[config.mk]
export PLATFORM = sky130hd
export DESIGN_NAME = syzygy_adc_enc_gen
export DESIGN_NICKNAME = d
export VERILOG_FILES = /design/src/rtl/syzygy_adc_enc_gen.sv
export SDC_FILE = /design/constraint.sdc
export NUM_CORES = 1
export LEC_CHECK = 0
export ABC_AREA = 1
export CORE_ASPECT_RATIO = 1.2
export CORE_MARGIN = 2
export CORE_UTILIZATION = 30
export DETAILED_ROUTE_END_ITERATION = 12
export HOLD_SLACK_MARGIN = 0.05
export PLACE_DENSITY = 0.51
export SETUP_SLACK_MARGIN = 0.2
export SLEW_MARGIN = 20
export SYNTH_ARGS = -nofsm -noshare
export SYNTH_HDL_FRONTEND = slang
export SYNTH_SLANG_ARGS = --single-unit
[constraint.sdc]
create_clock -name clk -period 1.9 [get_ports clk]
set_clock_uncertainty 0.2 [all_clocks]
set_input_delay 0.38 -clock clk [delete_from_list [all_inputs] [get_ports clk]]
set_output_delay 0.38 -clock clk [all_outputs]
set_load 0.005 [all_outputs]
[src/rtl/syzygy_adc_enc_gen.sv]
// Encode-clock generator for SYZYGY ADC pods: divides the fabric clock into a 50% duty encode
// clock, drives one differential pair per channel, and supports continuous and burst runs.
module syzygy_adc_enc_gen #(
    parameter int unsigned CHANNELS    = 2,
    parameter int unsigned DIV_WIDTH   = 8,
    parameter int unsigned BURST_WIDTH = 16
) (
    input  logic                   clk,
    input  logic                   rst_n,
    input  logic [DIV_WIDTH-1:0]   div,
    input  logic [CHANNELS-1:0]    chan_en,
    input  logic                   mode,
    input  logic [BURST_WIDTH-1:0] burst_len,
    input  logic                   start,
    input  logic                   stop,
    output logic                   busy,
    output logic                   done,
    output logic                   sample_strobe,
    output logic [BURST_WIDTH-1:0] sample_count,
    output logic [CHANNELS-1:0]    adc_encode_p,
    output logic [CHANNELS-1:0]    adc_encode_n
);

    typedef enum logic [1:0] {StIdle, StHigh, StLow} state_e;

    state_e                 state_q, state_d;
    logic [DIV_WIDTH-1:0]   hc_q, hc_d;
    logic [DIV_WIDTH-1:0]   div_q, div_d;
    logic [CHANNELS-1:0]    chan_en_q, chan_en_d;
    logic                   mode_q, mode_d;
    logic [BURST_WIDTH-1:0] burst_len_q, burst_len_d;
    logic [BURST_WIDTH-1:0] sample_count_q, sample_count_d;
    logic                   stop_pending_q, stop_pending_d;
    logic                   enc_q, enc_d;
    logic                   strobe_q, strobe_d;
    logic                   done_q, done_d;
    logic                   busy_q, busy_d;

    logic start_ok;
    logic half_end;
    logic run_end;

    // A zero-length burst is not a valid run and is dropped like a start while busy.
    assign start_ok = start && (state_q == StIdle) && !(mode && (burst_len == '0));
    assign half_end = (hc_q == div_q);
    // Runs only terminate at the end of a LOW half, so no runt pulse reaches the pods.
    assign run_end  = (state_q == StLow) && half_end &&
                      (stop_pending_q || stop || (mode_q && (sample_count_q == burst_len_q)));

    always_ff @(posedge clk) begin
        if (!rst_n) begin
            state_q        <= StIdle;
            hc_q           <= '0;
            div_q          <= '0;
            chan_en_q      <= '0;
            mode_q         <= 1'b0;
            burst_len_q    <= '0;
            sample_count_q <= '0;
            stop_pending_q <= 1'b0;
            enc_q          <= 1'b0;
            strobe_q       <= 1'b0;
            done_q         <= 1'b0;
            busy_q         <= 1'b0;
        end else begin
            state_q        <= state_d;
            hc_q           <= hc_d;
            div_q          <= div_d;
            chan_en_q      <= chan_en_d;
            mode_q         <= mode_d;
            burst_len_q    <= burst_len_d;
            sample_count_q <= sample_count_d;
            stop_pending_q <= stop_pending_d;
            enc_q          <= enc_d;
            strobe_q       <= strobe_d;
            done_q         <= done_d;
            busy_q         <= busy_d;
        end
    end

    always_comb begin
        state_d        = state_q;
        hc_d           = hc_q;
        div_d          = div_q;
        chan_en_d      = chan_en_q;
        mode_d         = mode_q;
        burst_len_d    = burst_len_q;
        sample_count_d = sample_count_q;
        unique case (state_q)
            StIdle: begin
                if (start_ok) begin
                    state_d        = StHigh;
                    hc_d           = '0;
                    div_d          = div;
                    chan_en_d      = chan_en;
                    mode_d         = mode;
                    burst_len_d    = burst_len;
                    sample_count_d = BURST_WIDTH'(1);
                end
            end
            StHigh: begin
                if (half_end) begin
                    state_d = StLow;
                    hc_d    = '0;
                end else begin
                    hc_d = hc_q + DIV_WIDTH'(1);
                end
            end
            StLow: begin
                if (half_end) begin
                    hc_d = '0;
                    if (run_end) begin
                        state_d = StIdle;
                    end else begin
                        state_d        = StHigh;
                        sample_count_d = sample_count_q + BURST_WIDTH'(1);
                    end
                end else begin
                    hc_d = hc_q + DIV_WIDTH'(1);
                end
            end
            default: state_d = StIdle;
        endcase

        if (state_d == StIdle) begin
            stop_pending_d = 1'b0;
        end else if (stop && (state_q != StIdle)) begin
            stop_pending_d = 1'b1;
        end else begin
            stop_pending_d = stop_pending_q;
        end

        enc_d    = (state_d == StHigh);
        strobe_d = (state_d == StHigh) && (state_q != StHigh);
        done_d   = run_end;
        busy_d   = (state_d != StIdle);
    end

    // Differential output buffer: disabled channels idle at p=0, n=1.
    always_comb begin
        adc_encode_p  = {CHANNELS{enc_q}} & chan_en_q;
        adc_encode_n  = ~adc_encode_p;
        busy          = busy_q;
        done          = done_q;
        sample_strobe = strobe_q;
        sample_count  = sample_count_q;
    end

endmodule

==> impl_metrics.py <==
metrics = {
    "layout": {
        "layout.cells.non_filler": 685,
        "diodes": 0,
        "drive_gt1_share_pct": 31.7,
        "final_nets": 592,
        "area_growth_pct": 59.8,
    },
    "floorplan": {
        "initial_core_util_pct": 30.7,
        "io_pins": 54,
        "coreArea_sq_mm": 0.0100,
        "rows": 40,
        "die_y_um": 115,
        "dieWidth_um": 96.4,
        "die_area_sq_mm": 0.0111,
    },
    "logic_synthesis": {
        "syn_area_sq_mm": 0.00307,
        "syn_avg_cell_area_sq_um": 6.88,
        "yosysWarnings": 0,
        "syn-num-nets": 483,
        "postSynthCellCount": 446,
        "seq_area_frac_synth_pct": 37.8,
        "synth_top_area_share_pct": 37.8,
        "synth_cell_types": 28,
        "synth_top_cell_by_area": "dfxtp_1",
        "ys_seq_elements": 58,
        "synth.top_cells.by_area": "dfxtp_1, nand2_1, nor2_1",
    },
    "sta": {
        "fin_crit_sh_pct": 101,
        "drv_slew": 0,
        "setup_tns_ns": -0.0444,
        "grt_setup_unrepaired": "true",
        "hold_ws_ns": 0.141,
        "worst_pin_slew_ns": 0.402,
        "finalHoldViolCount": 0,
        "fmax_ghz": 0.523,
        "relSlewSlack_pct": 72.9,
        "layout_setup_ws_ns": -0.0132,
        "setup_viol": 5,
        "finalCriticalPeriod_ns": 1.91,
    },
    "worst_setup_path": {
        "rr_startpoint": "div_q[1]",
        "arrival_ns": 1.92,
        "critPathKind": "reg2reg",
        "cp-start-kind": "register",
        "r2r_end": "sample_count[4]",
        "cp_cell_sequence": "xor2_1 -> nor2_2 -> nand4_4 -> buf_6 -> nor2_4 -> nand2_8 -> clkbuf_16 -> nand3_1 -> a21oi_1",
        "cp-endpoint": "sample_count[4]",
        "reg2reg_slack_ns": -0.01,
        "cp.required_ns": 1.91,
        "crit_path_max_incr_delay_ns": 0.32,
        "cp_max_fo": 7,
        "cpMaxStageDelayCell": "dfxtp_2",
        "worst-path-buf-inv": 2,
        "setup.worst_path.start": "div_q[1]",
        "worstRegToRegCells": 9,
        "cp_top_family": "simple AND/OR/NAND/NOR gates",
        "end_kind": "register",
        "crit_cells": 9,
    },
    "clocking": {
        "cts_tree": "yes",
        "cts_buffer_depth": 2,
        "cts_root_buffer": "clkbuf_16",
        "cts_hold_buf": 0,
        "cts_max_level": 3,
        "clkLatencyLatePin_ns": 0.33,
        "cts_sinks": 58,
        "cts.clk_slew.worst_paths_ns": 0.05,
        "cts_buffers": 9,
    },
    "run_status": {
        "status": "complete, but fails checks",
        "failed_checks": "setup timing",
    },
    "power_and_ir_drop": {
        "switchingPower_w": 0.00111,
        "power_frac_seq_pct": 34.5,
        "p_comb_share_pct": 23.8,
        "swShare_pct": 27.9,
        "clkPwrFrac_pct": 41.7,
        "leakage_nw": 2.05,
        "intPower_w": 0.00286,
        "powerDensity_mw_per_mm2": 809,
        "ir_worst_vdd_uv": 493,
    },
    "min_path": {
        "holdCritPathClass": "in2reg",
    },
    "routing": {
        "drtAntennaViolNets": 0,
        "vias_per_cell": 4.77,
        "drt-initial-drc-count": 142,
        "route.detailed.drc": 0,
        "drt-pass1-iter-count": 4,
        "vias": 3267,
        "totalWireLength_mm": 9.29,
        "routedWlPerCell_um": 13.6,
    },
    "global_routing": {
        "grt_pass1_wl_mm": 14.6,
        "grt_pass1_vias": 3031,
        "grt_usage_pct": 17.2,
        "grt_max_degree": 37,
        "antenna_found_initial": 0,
        "gr-total-overflow": 0,
    },
    "placed_design": {
        "post-place-cells": 651,
        "io_buffers": 53,
        "dp.final_hpwl_mm": 6.43,
        "routabilityCongestion": 0.866,
    },
    "run": {
        "maxCapViolations": 0,
    },
}
-- tightest hold or removal path, cell delays in order --
cell and delay (ns):
buf_8 0.08, o21ai_0 0.07, a21oi_1 0.10
-- worst min-delay path by stage --
stage / end / start / depth (start not counted)
floorplan: burst_len_q[10] / burst_len_q[10] / 2
global placement: burst_len_q[14] / burst_len_q[14] / 2
detailed placement: burst_len_q[10] / burst_len_q[10] / 2
CTS: burst_len_q[2] / burst_len[2] / 3
global route: burst_len_q[1] / burst_len[1] / 3
finish: burst_len_q[2] / burst_len[2] / 3
-- repair_timing --
item                       4_1_cts  5_1_grt
buffers inserted                10        5
pin swaps                       18       17
resized for setup              133       65
gates cloned                     2        2
setup endpoints to repair       81       56
-- cell families (layout without fill, tap and decap cells) --
group,Yosys count,count (layout),synth area share (%)
fa+ha+maj,6,6,2.44
simple gates,220,221,31.7
flops,58,58,37.8
buf+inv,65,177,8.64
compound gates,70,70,11.7
xor+xnor,27,27,7.70
-- cell usage after synthesis --
library cell and instances:
a21oi_1 38, o21ai_2 1, xnor2_1 4, nand2_1 77, a21boi_1 1, nor3_1 9, nor3b_1 3, buf_6 2
nand2_2 4, xor2_1 23, dfxtp_1 58, nand3_1 34, inv_2 8, buf_2 1, buf_1 2, clkinv_1 2
ha_1 6, inv_1 41, nor2_1 76, nor2_4 1, clkinv_4 1, clkbuf_1 8, nand2_4 2, o21ai_0 29
nor4_1 5, nand4_4 1, nand4_1 8, o21a_1 1
-- power by group through the flow --
stage	registers (W)	clock network, W	logic [W]
after floorplan	0.00138	0	0.000417
after global placement	0.00139	0	0.000676
after detailed placement	0.00139	0	0.000677
after CTS	0.00135	0.00169	0.000805
after global routing	0.00138	0.00175	0.00103
final	0.00137	0.00166	0.000944
-- metrics by stage --
step | instance area [sq um] | utilization, % | power [W] | setup slack [ns]
floorplan | 3100 | - | 0.00180 | 0.137
detailed placement | 4030 | 40.2 | 0.00207 | -0.629
finish | 4910 | 49.0 | 0.00397 | -0.0132
CTS | 4590 | 45.9 | 0.00385 | 0.0185
global placement | 4030 | 40.2 | 0.00207 | -0.607
global route | 4910 | 49.0 | 0.00416 | -0.0833
-- per-layer routing --
layer / wire, um / up-vias / track usage (%)
met5: 0 / - / 0
li1: - / 1653 / -
met4: 149 / 0 / 6.01
met2: 4620 / 82 / 28.2
met1: 4100 / 1519 / 22.1
met3: 424 / 13 / 4.06
-- cells in the final DEF (no fill, tap or decap), types with 3 or more instances in the layout --
cell / synthesis / layout
buf_2: 1 / 5
o21ai_0: 29 / 28
ha_1: 6 / 4
buf_12: 0 / 5
xnor2_1: 4 / 4
inv_1: 41 / 37
clkdlybuf4s50_1: 0 / 13
a21oi_2: 0 / 3
a21oi_1: 38 / 34
nand4_1: 8 / 8
nand2_2: 4 / 6
nand2_1: 77 / 73
clkbuf_16: 0 / 11
inv_4: 0 / 3
buf_4: 0 / 40
nor4_1: 5 / 4
nand2_8: 0 / 3
xor2_1: 23 / 22
nor3_2: 0 / 4
dfxtp_4: 0 / 11
dlygate4sd2_1: 0 / 30
clkbuf_8: 0 / 3
nand3_1: 34 / 26
nand3_2: 0 / 6
nor2_4: 1 / 13
nor2_1: 76 / 56
buf_6: 2 / 8
dfxtp_1: 58 / 31
dfxtp_2: 0 / 16
nor2_2: 0 / 8
inv_2: 8 / 8
buf_8: 0 / 3
nor3_1: 9 / 5
-- flip-flops by register name, indices dropped and copies added (netlist names) --
signal	count
hc_q	8
enc_q	1
mode_q	1
chan_en_q	2
busy	1
sample_strobe	1
div_q	8
done	1
sample_count	16
burst_len_q	16
state_q	2
stop_pending_q	1
-- layout make-up --
type	count	area (sq um)
sequential	58	1220
inverter	52	213
fill	1041	5100
tap	126	158
clock inverter	2	35.0
timing repair buffer	110	1060
multi-input combinational	324	1950
clock buffer	13	270
Note: power is estimated with default switching activity, not from simulation.
